<file path="src/rtl/serial_tx_pkg.sv">
// Shared state encoding and line levels for the serial frame transmitter.
package serial_tx_pkg;

  typedef enum logic [2:0] {
    IDLE   = 3'd0,
    START  = 3'd1,
    DATA   = 3'd2,
    PARITY = 3'd3,
    STOP   = 3'd4
  } tx_state_t;

  localparam logic LINE_IDLE = 1'b1;
  localparam logic START_LVL = 1'b0;
  localparam logic STOP_LVL  = 1'b1;

endpackage

</file>
<file path="src/rtl/bit_tick_gen.sv">
// Bit-period timer: free-runs while enabled and flags the last clock of each
// serial bit. With BIT_CYCLES=1 the tick is permanently high.
module bit_tick_gen #(
  parameter int BIT_CYCLES = 1
) (
  input  logic clock,
  input  logic reset,
  input  logic en,
  output logic tick
);

  localparam int CW = (BIT_CYCLES > 1) ? $clog2(BIT_CYCLES) : 1;
  localparam logic [CW-1:0] TERM = CW'(BIT_CYCLES - 1);

  logic [CW-1:0] cnt_r;

  assign tick = (cnt_r == TERM);

  // cycle counter, held at zero whenever no frame is in progress
  always_ff @(posedge clock or negedge reset) begin
    if (!reset) begin
      cnt_r <= '0;
    end else if (!en) begin
      cnt_r <= '0;
    end else if (tick) begin
      cnt_r <= '0;
    end else begin
      cnt_r <= cnt_r + CW'(1);
    end
  end

endmodule

</file>
<file path="src/rtl/serial_frame_tx_moore.sv">
// Moore serial frame transmitter: start bit, LSB-first data, optional parity,
// stop bit. Every output is decoded from registered state only.
module serial_frame_tx_moore
  import serial_tx_pkg::*;
#(
  parameter int WIDTH      = 8,
  parameter int BIT_CYCLES = 1,
  parameter int PARITY_EN  = 1,
  parameter int PARITY_ODD = 0
) (
  input  logic             clock,
  input  logic             reset,
  input  logic [WIDTH-1:0] data_in,
  input  logic             load,
  output logic             ready,
  output logic             x_out,
  output logic             busy,
  output logic             done
);

  localparam int BW = $clog2(WIDTH);
  localparam logic [BW-1:0] LAST_BIT = BW'(WIDTH - 1);

  tx_state_t        state_r, state_next_s;
  logic [WIDTH-1:0] shreg_r, shreg_next_s;
  logic [BW-1:0]    bit_cnt_r, bit_cnt_next_s;
  logic             parity_r, parity_next_s;
  logic             tick_s;
  logic             accept_s;

  function automatic logic calc_parity(input logic [WIDTH-1:0] word);
    logic p;
    p = ^word;
    if (PARITY_ODD != 0) begin
      calc_parity = ~p;
    end else begin
      calc_parity = p;
    end
  endfunction

  bit_tick_gen #(
    .BIT_CYCLES(BIT_CYCLES)
  ) u_tick (
    .clock(clock),
    .reset(reset),
    .en   (busy),
    .tick (tick_s)
  );

  // state, shift register, bit counter and parity registers
  always_ff @(posedge clock or negedge reset) begin
    if (!reset) begin
      state_r   <= IDLE;
      shreg_r   <= '0;
      bit_cnt_r <= '0;
      parity_r  <= 1'b0;
    end else begin
      state_r   <= state_next_s;
      shreg_r   <= shreg_next_s;
      bit_cnt_r <= bit_cnt_next_s;
      parity_r  <= parity_next_s;
    end
  end

  // handshake flags; ready also opens in the last STOP clock for gapless frames
  always_comb begin
    busy     = (state_r != IDLE);
    done     = (state_r == STOP) && tick_s;
    ready    = (state_r == IDLE) || done;
    accept_s = load && ready;
  end

  // next-state logic; state advances only on bit ticks, except the IDLE accept
  always_comb begin
    state_next_s   = state_r;
    shreg_next_s   = shreg_r;
    bit_cnt_next_s = bit_cnt_r;
    parity_next_s  = parity_r;
    case (state_r)
      IDLE: begin
        if (accept_s) begin
          state_next_s  = START;
          shreg_next_s  = data_in;
          parity_next_s = calc_parity(data_in);
        end else begin
          state_next_s = IDLE;
        end
      end
      START: begin
        if (tick_s) begin
          state_next_s   = DATA;
          bit_cnt_next_s = '0;
        end else begin
          state_next_s = START;
        end
      end
      DATA: begin
        if (tick_s) begin
          shreg_next_s = shreg_r >> 1;
          if (bit_cnt_r == LAST_BIT) begin
            bit_cnt_next_s = '0;
            if (PARITY_EN != 0) begin
              state_next_s = PARITY;
            end else begin
              state_next_s = STOP;
            end
          end else begin
            bit_cnt_next_s = bit_cnt_r + BW'(1);
          end
        end else begin
          state_next_s = DATA;
        end
      end
      PARITY: begin
        if (tick_s) begin
          state_next_s = STOP;
        end else begin
          state_next_s = PARITY;
        end
      end
      STOP: begin
        if (tick_s && accept_s) begin
          state_next_s  = START;
          shreg_next_s  = data_in;
          parity_next_s = calc_parity(data_in);
        end else if (tick_s) begin
          state_next_s = IDLE;
        end else begin
          state_next_s = STOP;
        end
      end
      default: begin
        state_next_s = IDLE;
      end
    endcase
  end

  // serial line level decoded from the current state
  always_comb begin
    x_out = LINE_IDLE;
    case (state_r)
      IDLE:    x_out = LINE_IDLE;
      START:   x_out = START_LVL;
      DATA:    x_out = shreg_r[0];
      PARITY:  x_out = parity_r;
      STOP:    x_out = STOP_LVL;
      default: x_out = LINE_IDLE;
    endcase
  end

endmodule

</file>
<file path="config.mk">
export PLATFORM = sky130hd
export DESIGN_NAME = serial_frame_tx_moore
export DESIGN_NICKNAME = d
export VERILOG_FILES = /design/src/rtl/serial_tx_pkg.sv /design/src/rtl/bit_tick_gen.sv /design/src/rtl/serial_frame_tx_moore.sv
export SDC_FILE = /design/constraint.sdc
export NUM_CORES = 1
export LEC_CHECK = 0
export BUFFER_PORTS_ARGS = -buffer_cell sky130_fd_sc_hd__buf_2
export CAP_MARGIN = 30
export CORE_MARGIN = 2
export CORE_UTILIZATION = 35
export DETAILED_ROUTE_END_ITERATION = 12
export SYNTH_ARGS = -nofsm -noshare
export SYNTH_HDL_FRONTEND = slang
export SYNTH_SLANG_ARGS = --single-unit
</file>
<file path="constraint.sdc">
create_clock -name clock -period 3.2 [get_ports clock]
set_input_delay 0.16 -clock clock [delete_from_list [all_inputs] [get_ports clock]]
set_output_delay 0.16 -clock clock [all_outputs]
set_load 0.02 [all_outputs]
</file>
Word level (Yosys, flattened, before mapping)
Cells that the tools add are included.
- logic and storage cells: 53
- output and inout port bits: 4
- bits in writable memories: 0
- latch bits: 0
- bits in read-only memories: 0
- input port bits: 11
- memories: 0
- flip-flop bits (word level): 16
- $mul: 0
- add/sub/neg operators: 2
- multiplexer cells: 22
- div/mod/pow operators: 0
- bitwise operators: 1
- shift operators: 0
- reductions and logical operators: 13
- order comparisons: 0
- equal/unequal tests: 10
- operators by type and width (kind ; number):
    2-to-1 mux 3 bit ; 8
    2-to-1 mux 8 bit ; 3
    case mux 8 bit (3 select lines) ; 1
    case mux 3 bit (5 select lines) ; 1
    parity 8 bit ; 1
    equality test 3 x 2 -> 1 bit, second input constant ; 2
    equality test 3 bit, second input constant ; 2
    != test 2 bit, second input constant ; 3
    case mux 3 bit (2 select lines) ; 1
    AND reduction 3 bit ; 2
    nonzero test 3 bit ; 2
    2-to-1 mux 1 bit ; 5
    AND reduction 4 bit ; 1
    nonzero test 2 bit ; 2
    adder 3 x 1 -> 3 bit, second input constant ; 1
    equality test 3 x 1 -> 1 bit, second input constant ; 1
    logical AND 1 bit ; 3
    zero test 3 bit ; 1
    != test 3 x 2 -> 1 bit, second input constant ; 1
    case mux 1 bit (3 select lines) ; 1
    2-to-1 mux 2 bit ; 1
    != test 2 x 1 -> 1 bit, second input constant ; 1
    case mux 1 bit (2 select lines) ; 1
    adder 1 bit, second input constant ; 1
    2 further kinds ; 2

Depth between registers and ports, before layout
- depth after elaboration: 7
- depth in mapped cells: 5
- gate-level depth less buffers: 5

By module
Synthesis repeated with hierarchy kept, for this count alone.
- cells, all modules: 89
- area total of the unflattened synthesis: 932.1 sq um
- by module, submodules not included (module ; instances ; area an instance (sq um) ; cells each ; sequential area each (sq um)):
    serial_frame_tx_moore ; 1 ; 920.9 ; 87 ; 375.4
    bit_tick_gen ; 1 ; 11.3 ; 2 ; 0.0

Least setup slack after synthesis
OpenSTA, ideal clock, no wires.
- path kind: register to output
- from: register state_r[0]
- to: output done
- path buffers: 1
- data required time: 3.040 ns
- cell stages (with the launch flop): 4
- path slack: 1.932 ns
- data arrival time: 1.108 ns
- cell sequence: dfrtp_1 buf_6 nor2_1 and2_1
- cells in the longest elaborated chain, start to end: 2
- RTL lines (what ; line ; text):
    from (decl) ; serial_frame_tx_moore.sv:24 ; tx_state_t state_r, state_next_s;
    from (signal assigned) ; serial_frame_tx_moore.sv:58 ; state_r <= state_next_s;
    equality test 3 bit ; serial_frame_tx_moore.sv:68 ; done = (state_r == STOP) && tick_s;
    logical AND 1 bit ; serial_frame_tx_moore.sv:68 ;
    to (decl) ; serial_frame_tx_moore.sv:18 ; output logic done
Every way passes these cells.

Worst setup path in the final report
- from: register state_r[0]
- to: output busy
- cells in the longest elaborated chain, start to end: 1
- RTL lines (what ; line ; text):
    nonzero test 3 bit ; serial_frame_tx_moore.sv:67 ; busy = (state_r != IDLE);
    to (decl) ; serial_frame_tx_moore.sv:17 ; output logic busy,
Every way passes these cells.

==> impl_metrics.json <==
{
  "status": "completed",
  "rrSetupSlack_ps": 1640,
  "skew_ps": 4.76,
  "fin_ws_ps": 1590,
  "start_kind": "flop",
  "portBuffers": 14,
  "timing.max_cap.violations": 0,
  "clock_power_share_pct": 13.2,
  "critPathLaunch": "state_r[0]",
  "p_int_w": 0.000482,
  "power.total_w": 0.000811,
  "grt_setup_unrepaired": "false",
  "die_w_um": 51.3,
  "initial_utilization_pct": 36.0,
  "die_h_um": 51.3,
  "endpoint": "busy",
  "yosys_warnings": 0,
  "ir_drop_mv": 0.482,
  "boundaryPins": 15,
  "reg2reg_from": "state_r[1]",
  "pre_cts_ws_ps": 1660,
  "route.detailed.drc": 0,
  "core_area_sq_mm": 0.00217,
  "final_max_slew_viol_count": 0,
  "vias_per_cell": 4.75,
  "grt_overflow": 0,
  "drive_gt1_share_pct": 25.6,
  "finalWirelength_mm": 1.34,
  "syn-cell-area_sq_um": 782,
  "grt_pass1_vias": 503,
  "fin_crit_sh_pct": 50.5,
  "clock-sinks": 15,
  "vias": 541,
  "num_rows": 17,
  "path_class": "reg -> out",
  "max_freq_ghz": 0.619,
  "nets": 100,
  "syn_avg_cell_area_sq_um": 11.0,
  "tns_ps": 0,
  "power.density_mw_per_mm2": 924,
  "crit_required_ps": 3040,
  "synth-seq-cells": 15,
  "grt.total_usage_pct": 11.9,
  "routabilityCongestion": 0.687,
  "total_leakage_power_nw": 0.430,
  "regArea_sq_um": 375,
  "finalCriticalPeriod_ps": 1610,
  "clk_latency_ps": 280,
  "yosysUniqueCellTypes": 24,
  "cts_buffers": 3,
  "dp_hpwl_mm": 1.02,
  "cp_max_fo": 8,
  "switching_share_pct": 40.6,
  "multi_input_area_sq_um": 347,
  "cp.arrival_ps": 1450,
  "ant_nets": 0,
  "cts-root-buf": "clkbuf_4",
  "nFillCells": 233,
  "grt_pass1_wl_mm": 2.26,
  "p_seq_share_pct": 42.4,
  "cts_setup_buffers": 0,
  "finalSetupViolCount": 0,
  "wire_per_inst_um": 11.7,
  "synth_cells": 71,
  "cts_max_level": 1,
  "dr.first_iter.drc_count": 13,
  "cts_max_path_buffers": 2,
  "relSlewSlack_pct": 64.7,
  "syn_to_final_growth_pct": 12.3,
  "antenna_found_initial": 0,
  "p_comb_share_pct": 44.4,
  "min_path_type": "in -> reg",
  "r2r_end": "shreg_r[0]",
  "grt_max_degree": 16,
  "n_antenna_cell": 0,
  "first_pass_iters": 4,
  "r2r_cells": 3,
  "syn_nets": 84,
  "setup.worst_path.end_class": "primary output",
  "worstMarginPinSlew_ps": 529,
  "dieArea_sq_mm": 0.00263,
  "cts_tree": "done",
  "clk_pin_slew_ps": 90,
  "yosysSeqAreaShare_pct": 48.0,
  "p_switching_w": 0.000330,
  "finalHoldViolCount": 0
}
## worst max-delay path, stage by stage (launching register included)
cell     delay [ps]
dfrtp_1         500
or3_2           500
buf_2           170
## registers in the layout, summed over array words and instances, names as in the netlist
signal,count
shreg_r,8
bit_cnt_r,3
state_r,3
parity_r,1
## power groups by stage
stage                     sequential [W]  combinational (W)  clock, W
after floorplan                 0.000312           0.000347         0
after global placement          0.000345           0.000357         0
after detailed placement        0.000348           0.000364         0
after CTS                       0.000344           0.000367  0.000114
after global routing            0.000354           0.000411  0.000122
final                           0.000344           0.000360  0.000107
## logic make-up (layout without fill, tap and decap cells)
| logic type | Yosys count | after routing | share of synthesized area (%) |
|---|---|---|---|
| AND/OR/NAND/NOR | 23 | 23 | 17.4 |
| AO/OA/AOI/OAI | 15 | 15 | 14.7 |
| flip-flops | 15 | 15 | 48.0 |
| XOR/XNOR | 8 | 8 | 8.96 |
| buffers and inverters | 8 | 23 | 7.68 |
| adder cells (fa/ha/maj) | 2 | 2 | 3.20 |
## worst min-delay path by stage
stage | startpoint | to | depth (start not counted)
after floorplan | reset | bit_cnt_r[0] | 0
after global placement | reset | shreg_r[4] | 1
after detailed placement | reset | shreg_r[4] | 1
after CTS | data_in[5] | shreg_r[5] | 3
after global routing | data_in[7] | shreg_r[7] | 2
final | data_in[2] | shreg_r[2] | 3
## cells in the final DEF, fill, tap and decap left out
master	n
dfrtp_1	15
buf_2	14
nand2_1	12
xnor2_1	7
a22oi_1	6
inv_1	4
clkbuf_4	3
nor2_1	2
a21oi_1	2
nor3b_4	2
a22o_1	2
ha_1	2
and2_1	1
or3_2	1
a311o_1	1
nor2_2	1
xor2_1	1
nand2b_1	1
nor3_1	1
a221o_1	1
and3b_2	1
a21o_1	1
a32o_1	1
nand3_1	1
o21ai_0	1
clkbuf_1	1
dlygate4sd3_1	1
## per-layer routing
metal | share of wire [%] | up-vias | track usage (%)
met5 | 0 | - | 0
met4 | 0 | 0 | 2.63
met3 | 7.6 | 0 | 5.26
met2 | 43 | 19 | 16.2
met1 | 49 | 248 | 17.2
li1 | - | 274 | -
## cell type report
type	instances	area share, %
Clock buffer	4	2.99
Inverter	4	1.71
Multi-Input combinational cell	48	39.5
Sequential cell	15	42.7
Tap cell	28	3.99
Timing Repair Buffer	15	9.12
## per-stage QoR
step / instance area [sq um] / hold WS, ps / util (%) / cells
2_1_floorplan: 782 / -136 / - / 71
3_5_place_dp: 842 / 84.0 / 38.8 / 109
6_report: 878 / 125 / 40.5 / 114
5_1_grt: 878 / 120 / 40.5 / 114
3_3_place_gp: 842 / 82.6 / 38.8 / 109
4_1_cts: 878 / 118 / 40.5 / 114
## synth_stat cells
| cell type | count | area, sq um |
|---|---|---|
| xnor2_1 | 7 | 61.3 |
| and2_1 | 1 | 6.26 |
| a32o_1 | 1 | 10.0 |
| or3_2 | 1 | 7.51 |
| a311o_1 | 1 | 10.0 |
| a21o_1 | 1 | 7.51 |
| nand3_1 | 1 | 5.00 |
| inv_1 | 4 | 15.0 |
| nor2_2 | 1 | 6.26 |
| nor3_1 | 1 | 5.00 |
| a21oi_1 | 2 | 10.0 |
| buf_6 | 4 | 45.0 |
| a22o_1 | 2 | 17.5 |
| xor2_1 | 1 | 8.76 |
| nand2_1 | 12 | 45.0 |
| dfrtp_1 | 15 | 375 |
| nor3b_4 | 2 | 37.5 |
| a22oi_1 | 6 | 45.0 |
| and3b_2 | 1 | 10.0 |
| nor2_1 | 2 | 7.51 |
| nand2b_1 | 1 | 6.26 |
| o21ai_0 | 1 | 5.00 |
| a221o_1 | 1 | 10.0 |
| ha_1 | 2 | 25.0 |
## repair_timing
item                      in CTS  in global routing
hold buffers                   1                  0
hold endpoints to repair      15                  0
gates resized for setup        0                  0
Note: power is estimated with default switching activity, not from simulation.
